### src/rtl/mc_control_fsm.sv
// mc_control_fsm: multicycle control FSM (Opcode/mem_ready in; datapath selects, enables, illegal, retired out)
module mc_control_fsm #(
  parameter int CNT_W = 32
) (
  input  logic             clk,
  input  logic             rst,
  input  logic [5:0]       Opcode,
  input  logic             mem_ready,
  input  logic             Zero,
  output logic             Regsel,
  output logic             ALUsel,
  output logic             ALUSrcA,
  output logic [1:0]       ALUBpc,
  output logic [1:0]       ALUOp,
  output logic [1:0]       MemWrite,
  output logic             MemRead,
  output logic             IorD,
  output logic             MemToRegSel,
  output logic             RegWrite,
  output logic             IRWrite,
  output logic             PCWrite,
  output logic             PCWriteCond,
  output logic [1:0]       PCSource,
  output logic             illegal,
  output logic [CNT_W-1:0] retired
);
  localparam logic [5:0] OP_R = 6'h00, OP_LW = 6'h23, OP_SW = 6'h2B,
                         OP_BEQ = 6'h04, OP_ADDI = 6'h08, OP_J = 6'h02;
  typedef enum logic [3:0] {
    S_FETCH, S_DECODE, S_MEMADR, S_MEMRD, S_MEMWB, S_MEMWR, S_EXEC,
    S_RWB, S_ADDIEX, S_ADDIWB, S_BRANCH, S_JUMP, S_TRAP
  } state_t;
  state_t           r_state, w_next;
  logic             r_hold, w_retire, w_unused;
  logic [CNT_W-1:0] r_retired;
  assign w_unused = Zero;
  assign retired  = r_retired;
  always_ff @(posedge clk) begin
    if (rst) begin
      r_state   <= S_FETCH;
      r_hold    <= 1'b1;
      r_retired <= '0;
    end else begin
      r_hold  <= 1'b0;
      r_state <= w_next;
      if (w_retire) r_retired <= r_retired + 1'b1;
    end
  end
  always_comb begin
    w_next      = r_state;
    w_retire    = 1'b0;
    Regsel      = 1'b0;
    ALUsel      = 1'b0;
    ALUSrcA     = 1'b0;
    ALUBpc      = 2'b00;
    ALUOp       = 2'b00;
    MemWrite    = 2'b00;
    MemRead     = 1'b0;
    IorD        = 1'b0;
    MemToRegSel = 1'b0;
    RegWrite    = 1'b0;
    IRWrite     = 1'b0;
    PCWrite     = 1'b0;
    PCWriteCond = 1'b0;
    PCSource    = 2'b00;
    illegal     = 1'b0;
    if (!r_hold) begin
      case (r_state)
        S_FETCH: begin
          MemRead = 1'b1;
          ALUBpc  = 2'b01;
          IRWrite = mem_ready;
          PCWrite = mem_ready;
          w_next  = mem_ready ? S_DECODE : S_FETCH;
        end
        S_DECODE: begin
          ALUBpc = 2'b10;
          w_next = Opcode == OP_R ? S_EXEC :
                   (Opcode == OP_LW || Opcode == OP_SW) ? S_MEMADR :
                   Opcode == OP_BEQ ? S_BRANCH :
                   Opcode == OP_ADDI ? S_ADDIEX :
                   Opcode == OP_J ? S_JUMP : S_TRAP;
        end
        S_MEMADR: begin
          ALUSrcA = 1'b1;
          ALUsel  = 1'b1;
          w_next  = Opcode == OP_SW ? S_MEMWR : S_MEMRD;
        end
        S_MEMRD: begin
          MemRead = 1'b1;
          IorD    = 1'b1;
          w_next  = mem_ready ? S_MEMWB : S_MEMRD;
        end
        S_MEMWB: begin
          RegWrite    = 1'b1;
          MemToRegSel = 1'b1;
          w_retire    = 1'b1;
          w_next      = S_FETCH;
        end
        S_MEMWR: begin
          MemWrite = 2'b11;
          IorD     = 1'b1;
          w_retire = mem_ready;
          w_next   = mem_ready ? S_FETCH : S_MEMWR;
        end
        S_EXEC: begin
          ALUSrcA = 1'b1;
          ALUOp   = 2'b10;
          w_next  = S_RWB;
        end
        S_RWB: begin
          RegWrite = 1'b1;
          Regsel   = 1'b1;
          w_retire = 1'b1;
          w_next   = S_FETCH;
        end
        S_ADDIEX: begin
          ALUSrcA = 1'b1;
          ALUsel  = 1'b1;
          w_next  = S_ADDIWB;
        end
        S_ADDIWB: begin
          RegWrite = 1'b1;
          w_retire = 1'b1;
          w_next   = S_FETCH;
        end
        S_BRANCH: begin
          ALUSrcA     = 1'b1;
          ALUOp       = 2'b01;
          PCWriteCond = 1'b1;
          PCSource    = 2'b01;
          w_retire    = 1'b1;
          w_next      = S_FETCH;
        end
        S_JUMP: begin
          PCWrite  = 1'b1;
          PCSource = 2'b10;
          w_retire = 1'b1;
          w_next   = S_FETCH;
        end
        S_TRAP: begin
          illegal = 1'b1;
          w_next  = S_FETCH;
        end
        default: w_next = S_FETCH;
      endcase
    end
  end
endmodule

### config.mk
export PLATFORM = sky130hd
export DESIGN_NAME = mc_control_fsm
export DESIGN_NICKNAME = d
export VERILOG_FILES = /design/src/rtl/mc_control_fsm.sv
export SDC_FILE = /design/constraint.sdc
export NUM_CORES = 1
export LEC_CHECK = 0
export CORE_MARGIN = 2
export CORE_UTILIZATION = 52
export CTS_CLUSTER_SIZE = 16
export DETAILED_ROUTE_END_ITERATION = 8
export PLACE_DENSITY = 0.85
export RECOVER_POWER = 50
export SLEW_MARGIN = 20
export SYNTH_ARGS = -nofsm -noshare
export SYNTH_HDL_FRONTEND = slang
export SYNTH_SLANG_ARGS = --single-unit
### constraint.sdc
create_clock -name clk -period 3.79 [get_ports clk]
set_input_delay 0.379 -clock clk [delete_from_list [all_inputs] [get_ports clk]]
set_output_delay 0.379 -clock clk [all_outputs]
set_load 0.03 [all_outputs]
### Word level (Yosys, flattened, before mapping)

Cells that the tools add are included.
W data, S select, Z words.

* flip-flop bits (word level): 37
* output and inout port bits: 51
* word-level logic and storage cells: 73
* input bits: 10

* equal/unequal tests: 17
* reduce and logical (&&, ||, !) cells: 9
* muxes and demuxes: 43
* add/subtract/negate cells: 1

Operator list (count)
* $add A32 B1 Y32 const B: 1
* $pmux W4 S7: 1
* $mux W1: 24
* $eq A4 B4 Y1 const B: 5
* $mux W3: 6
* $eq A4 B3 Y1 const B: 4
* $eq A6 B6 Y1 const B: 2
* $pmux W2 S2: 3
* $mux W2: 5
* $eq A4 B2 Y1 const B: 2
* $mux W4: 2
* $eq A6 B2 Y1 const B: 1
* $eq A6 B3 Y1 const B: 1
* $eq A6 B4 Y1 const B: 1
* $logic_not A6 Y1: 1
* $reduce_or A2 Y1: 3
* $reduce_or A5 Y1: 1
* $eq A4 B1 Y1 const B: 1
* $logic_not A4 Y1: 1
* $pmux W1 S2: 2
* $reduce_or A4 Y1: 1
* $reduce_or A3 Y1: 1
* $logic_or A1 B1 Y1: 1

### Depth between registers and ports, before layout

Gate-level depths: netlist of run 1.

* depth after elaboration: 7
* mapped depth: 7
* mapped depth without buffers: 5

### Least setup slack after synthesis of run 1

No wires, ideal clock.

* kind: reg-to-output
* start: register r_state[0]
* end: output PCWrite
* arrival time: 2.376 ns
* cell stages (with the launch flop): 5
* buffers on the path: 0
* data required time: 3.411 ns
* setup slack: 1.035 ns
* cells stage by stage: dfxtp_1 -> or2_2 -> nor4_1 -> and2_1 -> or2_1

* word-level cells in the longest chain between the ends: 3
* elaborated cells between the ends (all ways): 4
* those cells by class: eq/ne (1); mux (2); reduce/logical (1)

Ends and longest elaborated chain
* start: declaration: RTL line 33 `state_t r_state, w_next;`
* start signal: assignment: RTL line 45 `r_state <= w_next;`
* $eq A4 B4 Y1 or $logic_not A4 Y1 (tied branches): RTL line 68 `case (r_state)`
* $pmux W1 S2 (*): RTL line 68
* $mux W1 (*): RTL line 67 `if (!r_hold) begin`
* end: declaration: RTL line 21 `output logic PCWrite,`

Every way passes the cells marked *; elsewhere a longest branch is shown, timed or not.

### Final worst setup path of run 1

* start: register r_state[1]
* end: register r_retired[18], in the netlist retired[18]

* word-level cells in the longest chain between the ends: 4
* elaborated cells between the ends (all ways): 9
* those cells by class: eq/ne (6); mux (2); reduce/logical (1)

Ends and longest elaborated chain
* $eq A4 B4 Y1 or $eq A4 B3 Y1 (tied branches): RTL line 68
* $reduce_or A5 Y1 (no line)
* $pmux W1 S2 (*): RTL line 68
* $mux W1 (*): RTL line 67
* end signal: assignment: RTL line 46 `if (w_retire) r_retired <= r_retired + 1'b1;`
* end: declaration: RTL line 35 `logic [CNT_W-1:0] r_retired;`

Marked as above.
A chain may end at the register's enable or synchronous reset.

==> impl_metrics.tcl, run 1 <==
set metrics [dict create \
    status "finished, final reports clean" \
    power_frac_comb_pct 11.6 \
    clock_skew_ns 0.006049 \
    tns_ns 0 \
    place.gp.congestion 0.8150 \
    r2r_slack_ns 1.08 \
    ir_drop_uv 178.4 \
    critical_path_arrival_ns 2.84 \
    die_w_um 69.87 \
    synth_edf_count 0 \
    avgRoutedWirePerCell_um 14.14 \
    drc_errors 0 \
    p_int_mw 0.5585 \
    synthDistinctLibCells 50 \
    r2r_start "r_state[1]" \
    clkLatencyLatePin_ns 0.29 \
    final_common_cell "nor2_1" \
    num_rows 23 \
    wl_um 5261 \
    p_seq_share_pct 53.7 \
    clock-sinks 37 \
    ys_ff_latch 37 \
    grt_use_total_pct 21.59 \
    fin_ws_ns 1.075 \
    slew_headroom_pct 35.19 \
    vias 2115 \
    syn_inst 271 \
    cp_cell_sequence "or2b_1 > a32oi_1 > buf_4 > nor3_1 > xnor2_1 > nor2_1" \
    dpl_worst_slack_ns 0.9848 \
    cts_setup_buffers 0 \
    fp.coreArea_um2 4086 \
    switchingPower_mw 0.1940 \
    avgSynthCellArea_um2 8.324 \
    drv_slew 0 \
    fillers 332 \
    min_to "retired[1]" \
    cap_violations 0 \
    worstSetupEndpointType "register" \
    crit_slowest_cell "a32oi_1" \
    io_pins 61 \
    synthesis.area_um2 2256 \
    clk_pin_slew_ns 0.07 \
    hold_ws_ns 0.5355 \
    antenna_left 0 \
    crit_type "register to register" \
    final_cell_mix "nor2_1 (44), dfxtp_1 (37), dlygate4sd3_1 (33)" \
    r2r_cells 6 \
    finalCriticalPeriod_ns 2.715 \
    cp_num_buf_inv 1 \
    total_leakage_power_nw 0.9981 \
    crit_path_max_incr_delay_ns 0.82 \
    ctsLongestPathBuffers 2 \
    cp.required_ns 3.92 \
    hold_viol 0 \
    cts_hold_buf 0 \
    setup_viol 0 \
    async_flop_share_pct 0 \
    port_buffers 59 \
    fin_crit_sh_pct 71.63 \
    ctsResizeCount 0 \
    grt_max_degree 28 \
    die_y_um 69.87 \
    holdCritPathClass "register to register" \
    vias_per_cell 5.685 \
    finalNetCount 332 \
    rsz0062_at_grt "false" \
    hold_depth 2 \
    grt_pass1_wl_um 8625 \
    clock_power_share_pct 34.8 \
    worstPathMaxFanout 20 \
    cellPowerDensity_nw_per_um2 261.6 \
    cts_root_buffer "clkbuf_8" \
    p_sw_share_pct 25.77 \
    post-dp-hpwl_um 3676 \
    first_pass_iters 4 \
    synth_ff_type "dfxtp_1" \
    reg2reg_to "retired[18]" \
    cts_made_buffers 5 \
    ys_seq_area_share_pct 32.83 \
    antenna_found_initial 0 \
    cp-start-kind "register" \
    dieArea_um2 4881 \
    synth_nets 282 \
    area_growth_pct 27.51 \
    fmax_mhz 368.3 \
    drtIter0Drc 140 \
    hp-start "retired[1]" \
    grt_overflow 0 \
    cts_tree "done" \
    cts_max_level 2 \
    start_util_pct 55.21 \
    grt_pass1_vias 1784 \
    drive_above_1_share_pct 7.764 \
    tightest_slew_ns 0.9721 \
    path_delay_family "compound AO/OA/AOI/OAI gates" \
    n_antenna_cell 0 \
    yosysWarningCount 0 \
]
[per-stage QoR]
step | power (mW) | std cells | util (%) | instance area [um2]
finish | 0.7525 | 372 | 70.39 | 2877
CTS | 0.7615 | 372 | 70.88 | 2897
detailed placement | 0.5004 | 364 | 68.92 | 2816
global route | 0.7879 | 372 | 70.39 | 2877
global placement | 0.4993 | 364 | 68.92 | 2816
floorplan | 0.4692 | 271 | - | 2256
[worst reg2reg max path, cell delays in order, from the launching register on]
cell	delay (ns)
dfxtp_1	0.60
or2b_1	0.37
a32oi_1	0.82
buf_4	0.43
nor3_1	0.12
xnor2_1	0.14
nor2_1	0.07
[power groups by stage]
stage | Clock, mW | Sequential [mW] | Combinational (mW)
floorplan | 0 | 0.403 | 0.0657
global placement | 0 | 0.413 | 0.0866
detailed placement | 0 | 0.413 | 0.0878
CTS | 0.270 | 0.404 | 0.0882
global route | 0.290 | 0.405 | 0.0931
finish | 0.262 | 0.404 | 0.0871
[cell type report]
type / count / area (um2) / area share, %
repair buffers: 61 / 605.6 / 21.05
well taps: 50 / 62.56 / 2.175
clock buffers: 8 / 80.08 / 2.784
inverters: 8 / 30.03 / 1.044
flip-flops and latches: 37 / 740.7 / 25.75
multi-input cells: 208 / 1358 / 47.19
[how the worst max path moves through the flow]
stage | from | to | depth (start not counted)
4_1_cts | r_state[0] | PCWrite | 5
3_5_place_dp | mem_ready | retired[18] | 7
3_3_place_gp | mem_ready | retired[17] | 7
5_1_grt | r_state[1] | retired[30] | 6
6_report | r_state[1] | retired[18] | 6
2_1_floorplan | r_state[0] | PCWrite | 4
[registers in the layout, indices dropped and copies added (netlist names)]
register	count
r_state	4
r_hold	1
retired	32
[kinds of logic after synthesis]
logic type,Yosys count,share of synthesized area [%]
DFF,37,32.83
buffers and inverters,26,6.101
and+or+nand+nor,147,38.66
xor gates and xnor gates,32,12.42
adders and majority gates,1,0.5545
muxes,2,0.9429
AOI/OAI and AO/OA,26,8.487
[synth_stat cells, types with 2 or more instances]
cell,number,area (um2)
a21oi_1,5,25.02
nand2_1,19,71.32
nand4_1,6,37.54
nor4_1,4,25.02
buf_6,3,33.78
and3_1,5,31.28
nor3b_1,2,15.01
dfxtp_1,37,740.7
and4_1,6,52.55
clkbuf_1,9,33.78
nand3_1,8,40.04
o21ai_0,4,20.02
inv_1,7,26.28
nor2_1,44,165.2
a2111oi_0,2,17.52
and2_1,3,18.77
nor2b_1,3,18.77
buf_4,4,30.03
xnor2_1,31,271.5
nor4b_2,3,45.04
nor4_2,12,150.1
nor3_1,21,105.1
o31a_1,2,17.52
buf_2,2,10.01
nand2b_1,3,18.77
o21ai_1,2,10.01
[layer usage]
metal | GRT usage (%) | part of all wire [%] | vias to the layer above
li1 | - | - | 1055
met1 | 29.25 | 44 | 982
met2 | 34.60 | 49 | 73
met3 | 5.051 | 6.0 | 5
met4 | 5.769 | 0.93 | 0
met5 | 0 | 0 | -
Power figures use the tool's default switching activity.
==> run 2: changes to the inputs <==
- CORE_UTILIZATION: 52 -> 44
- PLACE_DENSITY: 0.85 -> 0.77
- clock period: 3.79 -> 2.2 ns (I/O delays scaled with it)
==> run 2 against run 1 <==
Net effect: die area up 17%; via count up 1.8%; routed wire length up 0.80%; largest cell class unchanged; combinational power up 95%; non-clock buffer count up 14; clock skew down 0.0025 ns; largest power group unchanged; worst setup slack worse by 0.94 ns; total power up 77%; sequential cell count unchanged; register-to-register slack worse by 0.79 ns; worst hold slack worse by 0.0021 ns.
==> impl_metrics.tcl, run 2 (same netlist as run 1, synthesis figures left out) <==
set metrics [dict create \
    status "finished, final reports clean" \
    grt_use_total_pct 19.96 \
    highest_layer "met4" \
    num_rows 26 \
    tightest_slew_ns 0.6934 \
    crit_slowest_cell "clkdlybuf4s50_1" \
    cp.required_ns 1.98 \
    switchingPower_mw 0.3373 \
    cp-start-kind "register" \
    grt_max_degree 21 \
    clock_skew_ns 0.003524 \
    crit_type "register to output pin" \
    wl_met1_um 2485 \
    io_pins 61 \
    crit_path_max_incr_delay_ns 0.71 \
    start_util_pct 44.74 \
    cts_hold_buf 0 \
    p_sw_share_pct 25.38 \
    cts_root_buffer "clkbuf_8" \
    clk_pin_slew_ns 0.07 \
    ctsLongestPathBuffers 2 \
    post-dp-hpwl_um 3904 \
    fin_crit_sh_pct 94.05 \
    antenna_found_initial 0 \
    clock_power_share_pct 35.5 \
    critical_path_arrival_ns 1.85 \
    r2r_start "r_state[0]" \
    largest_reg_flops 32 \
    cap_violations 0 \
    final_cell_mix "nor2_1 (44), dfxtp_1 (35), dlygate4sd3_1 (34)" \
    fmax_mhz 483.3 \
    finalNetCount 346 \
    p_int_mw 0.9917 \
    antenna_left 0 \
    grt_pass1_wl_um 8970 \
    ir_drop_uv 305.5 \
    r2r_cells 5 \
    drtIter0Drc 93 \
    cts_setup_buffers 0 \
    die_w_um 75.61 \
    port_buffers 59 \
    clock-sinks 37 \
    dpl_worst_slack_ns 0.1507 \
    total_leakage_power_nw 1.129 \
    vias 2154 \
    holdCritPathClass "register to register" \
    fin_ws_ns 0.1308 \
    cts_max_level 2 \
    wl_met3_um 222 \
    hold_viol 0 \
    setup_viol 0 \
    slew_headroom_pct 53.62 \
    p_seq_share_pct 51.7 \
    rsz0062_at_grt "false" \
    hold_depth 2 \
    area_growth_pct 33.94 \
    vias_per_cell 5.319 \
    drive_above_1_share_pct 13.43 \
    cp_cell_sequence "nand2b_1 > nor3_1 > clkdlybuf4s50_1" \
    final_common_cell "nor2_1" \
    place.gp.congestion 0.9007 \
    n_antenna_cell 0 \
    tns_ns 0 \
    cts_tree "done" \
    hp-start "retired[17]" \
    fp.coreArea_um2 5042 \
    worstPathMaxFanout 7 \
    wl_um 5303 \
    die_y_um 75.61 \
    first_pass_iters 4 \
    cts_made_buffers 5 \
    worstSetupEndpointType "output pin" \
    clkLatencyLatePin_ns 0.29 \
    drv_slew 0 \
    power_frac_comb_pct 12.8 \
    r2r_slack_ns 0.29 \
    drc_errors 0 \
    avgRoutedWirePerCell_um 13.09 \
    finalCriticalPeriod_ns 2.069 \
    min_to "retired[17]" \
    grt_overflow 0 \
    cellPowerDensity_nw_per_um2 439.8 \
    dr_wl_met2_um 2565 \
    grt_pass1_vias 1912 \
    reg2reg_to "retired[28]" \
    dieArea_um2 5716 \
]
[run 2: layer usage]
| layer | GRT usage (%) | vias up |
|---|---|---|
| li1 | - | 1077 |
| met1 | 27.18 | 1031 |
| met2 | 32.46 | 42 |
| met3 | 4.762 | 4 |
| met4 | 4.094 | 0 |
| met5 | 0 | - |
[run 2: cell type report]
cell class / instances / area [um2]
multi-input combinational: 208 / 1383
sequential: 37 / 743.2
timing repair buffer: 75 / 691.9
clock buffer: 7 / 86.33
tap: 70 / 87.58
fill: 467 / 2021
inverter: 8 / 30.03
[run 2: worst max path at each step]
| stage | startpoint | endpoint | slack (ns) |
|---|---|---|---|
| after floorplan | r_state[0] | PCWrite | 0.0009 |
| after global placement | mem_ready | retired[28] | 0.16 |
| after detailed placement | mem_ready | retired[28] | 0.15 |
| after CTS | r_state[1] | ALUBpc[1] | 0.03 |
| after global routing | r_state[1] | RegWrite | 0.01 |
| final | r_hold | PCSource[1] | 0.13 |
[run 2: what timing repair did]
item	CTS	global route
gates resized for setup	12	5
hold endpoints to repair	0	0
pin swaps	0	0
setup endpoints to repair	12	5
[run 2: power by group through the flow]
stage          clock (mW)  sequential (mW)  combinational (mW)
2_1_floorplan           0            0.695               0.116
3_3_place_gp            0            0.702               0.181
3_5_place_dp            0            0.702               0.182
4_1_cts             0.481            0.687               0.178
5_1_grt             0.510            0.688               0.185
6_report            0.472            0.687               0.170
[run 2: critical path: cells and delay by family (launching register included)]
| family | cells | cell delay, ns |
|---|---|---|
| buffers and inverters | 1 | 0.71 |
| DFF | 1 | 0.39 |
| and+or+nand+nor | 2 | 0.46 |
[run 2: stage by stage]
step / instance area (um2) / power [mW] / util (%) / hold WS [ns] / instances
final: 3022 / 1.329 / 59.93 / 0.5334 / 405
after global routing: 3022 / 1.383 / 59.93 / 0.5624 / 405
after CTS: 3048 / 1.346 / 60.45 / 0.5428 / 405
after detailed placement: 2972 / 0.8840 / 58.93 / 0.5238 / 398
after global placement: 2972 / 0.8827 / 58.93 / 0.5102 / 398
after floorplan: 2268 / 0.8115 / - / 0.2477 / 271
==> run 3: changes to the inputs <==
- CTS_CLUSTER_DIAMETER: not set -> 200
- RECOVER_POWER: 50 -> 100
==> run 3 against run 2 <==
Net effect: clock skew is 0.0019 ns higher; worst setup slack better by 0.0046 ns; total power is 0.15% lower; non-clock buffer count stayed put; sequential power hardly changed; register-to-register slack worse by 0.08 ns; largest power group unchanged.
==> impl_metrics.tcl, run 3 (same netlist as run 1, synthesis figures left out) <==
set metrics [dict create \
    fin_crit_sh_pct 93.85 \
    hold_viol 0 \
    drc_errors 0 \
    crit_slowest_cell "clkdlybuf4s50_1" \
    worstSetupEndpointType "output pin" \
    worst-path-stages 3 \
    wl_um 5319 \
    largest_reg_flops 32 \
    cap_violations 0 \
    cp_cell_sequence "nand2b_1 > nor3_1 > clkdlybuf4s50_1" \
    cts_setup_buffers 0 \
    cts_tree "done" \
    post-dp-hpwl_um 3904 \
    wl_met3_um 189 \
    r2r_cells 6 \
    vias_per_cell 5.274 \
    ir_drop_uv 303.1 \
    cts_hold_buf 0 \
    dieArea_um2 5716 \
    cp-start-kind "register" \
    drive_above_1_share_pct 9.552 \
    drv_slew 0 \
    die_y_um 75.61 \
    rsz0062_at_grt "false" \
    fin_ws_ns 0.1354 \
    slew_headroom_pct 54.40 \
    start_util_pct 44.74 \
    area_growth_pct 29.84 \
    cts_made_buffers 5 \
    clk_pin_slew_ns 0.07 \
    finalNetCount 346 \
    vias 2136 \
    cp_num_buf_inv 1 \
    setup_viol 0 \
    path_delay_family "buffers and inverters" \
    finalCriticalPeriod_ns 2.065 \
    cts_root_buffer "clkbuf_8" \
    grt_pass1_vias 1912 \
    cp.required_ns 1.98 \
    grt_pass1_wl_um 8970 \
    final_common_cell "nor2_1" \
    tns_ns 0 \
    total_leakage_power_nw 1.108 \
    critical_path_arrival_ns 1.84 \
    n_antenna_cell 0 \
    die_w_um 75.61 \
    antenna_left 0 \
    fp.coreArea_um2 5042 \
    hold_depth 2 \
    fmax_mhz 484.4 \
    ctsLongestPathBuffers 2 \
    final_cell_mix "nor2_1 (44), dlygate4sd3_1 (35), dfxtp_1 (35)" \
    worstPathMaxFanout 7 \
    crit_path_max_incr_delay_ns 0.71 \
    dr_wl_met2_um 2544 \
    crit_type "register to output pin" \
    clkLatencyLatePin_ns 0.29 \
    hold_ws_ns 0.5306 \
    wl_met1_um 2552 \
    cts_max_level 2 \
    tightest_slew_ns 0.6818 \
    dpl_worst_slack_ns 0.1507 \
    grt_overflow 0 \
    avgRoutedWirePerCell_um 13.13 \
    drtIter0Drc 101 \
    clock_skew_ns 0.005392 \
    first_pass_iters 4 \
    grt_use_total_pct 19.96 \
    status "finished, final reports clean" \
    port_buffers 59 \
    antenna_found_initial 0 \
    num_rows 26 \
    highest_layer "met4" \
    io_pins 61 \
    cellPowerDensity_nw_per_um2 453.0 \
    place.gp.congestion 0.9007 \
    clock-sinks 37 \
    holdCritPathClass "register to register" \
    grt_max_degree 21 \
]
## run 3: cell types whose count changed in the layout (fill, tap and decap cells not counted), sizes merged
cell           before  now
clkbuf             11   15
buf                15   12
clkdlybuf4s50      11   10
dlygate4sd3        34   35
dlymetal6s2s        1    0
## run 3: power breakdown
part           internal, mW  total [mW]  leakage, nW  switching [mW]
logic                0.0661       0.166        0.764          0.0998
registers             0.675       0.687        0.300          0.0120
clock network         0.248       0.474       0.0443           0.226
total                 0.990        1.33         1.11           0.337
## run 3: cell type report
| class | instances | area (um2) |
|---|---|---|
| Sequential cell | 37 | 743.2 |
| Multi-Input combinational cell | 208 | 1308 |
| Inverter | 8 | 30.03 |
| Fill cell | 493 | 2113 |
| Timing Repair Buffer | 75 | 674.4 |
| Clock buffer | 7 | 86.33 |
| Tap cell | 70 | 87.58 |
## run 3: worst min-delay path, delay by kind of cell (launching register included)
family        cells  cell delay (ns)
flops             1             0.35
xor+xnor          1             0.08
simple gates      1             0.07
## run 3: layer usage
| layer | vias to the layer above | GRT usage, % |
|---|---|---|
| met4 | 0 | 4.094 |
| met5 | - | 0 |
| li1 | 1081 | - |
| met2 | 42 | 32.46 |
| met3 | 4 | 4.762 |
| met1 | 1009 | 27.18 |
## run 3: repair_timing
item / 4_1_cts / 5_1_grt
resized for setup: 12 / 5
endpoints found under the setup margin: 12 / 5
pin swaps: 0 / 0
cloned: 0 / 0
endpoints found under the hold margin: 0 / 0
## run 3: final timing paths
check               from     endpoint  slack, ns
max               r_hold  PCSource[1]       0.14
min reg2reg  retired[17]  retired[17]       0.53
min          retired[17]  retired[17]       0.53
max reg2reg   r_state[0]   retired[3]       0.21
## run 3: metrics by stage
| step | area [um2] | total power, mW | std cells | utilization (%) |
|---|---|---|---|---|
| 6_report | 2929 | 1.327 | 405 | 58.09 |
| 5_1_grt | 2929 | 1.379 | 405 | 58.09 |
| 4_1_cts | 3048 | 1.346 | 405 | 60.45 |
| 3_5_place_dp | 2972 | 0.8840 | 398 | 58.93 |
| 3_3_place_gp | 2972 | 0.8827 | 398 | 58.93 |
| 2_1_floorplan | 2268 | 0.8115 | 271 | - |
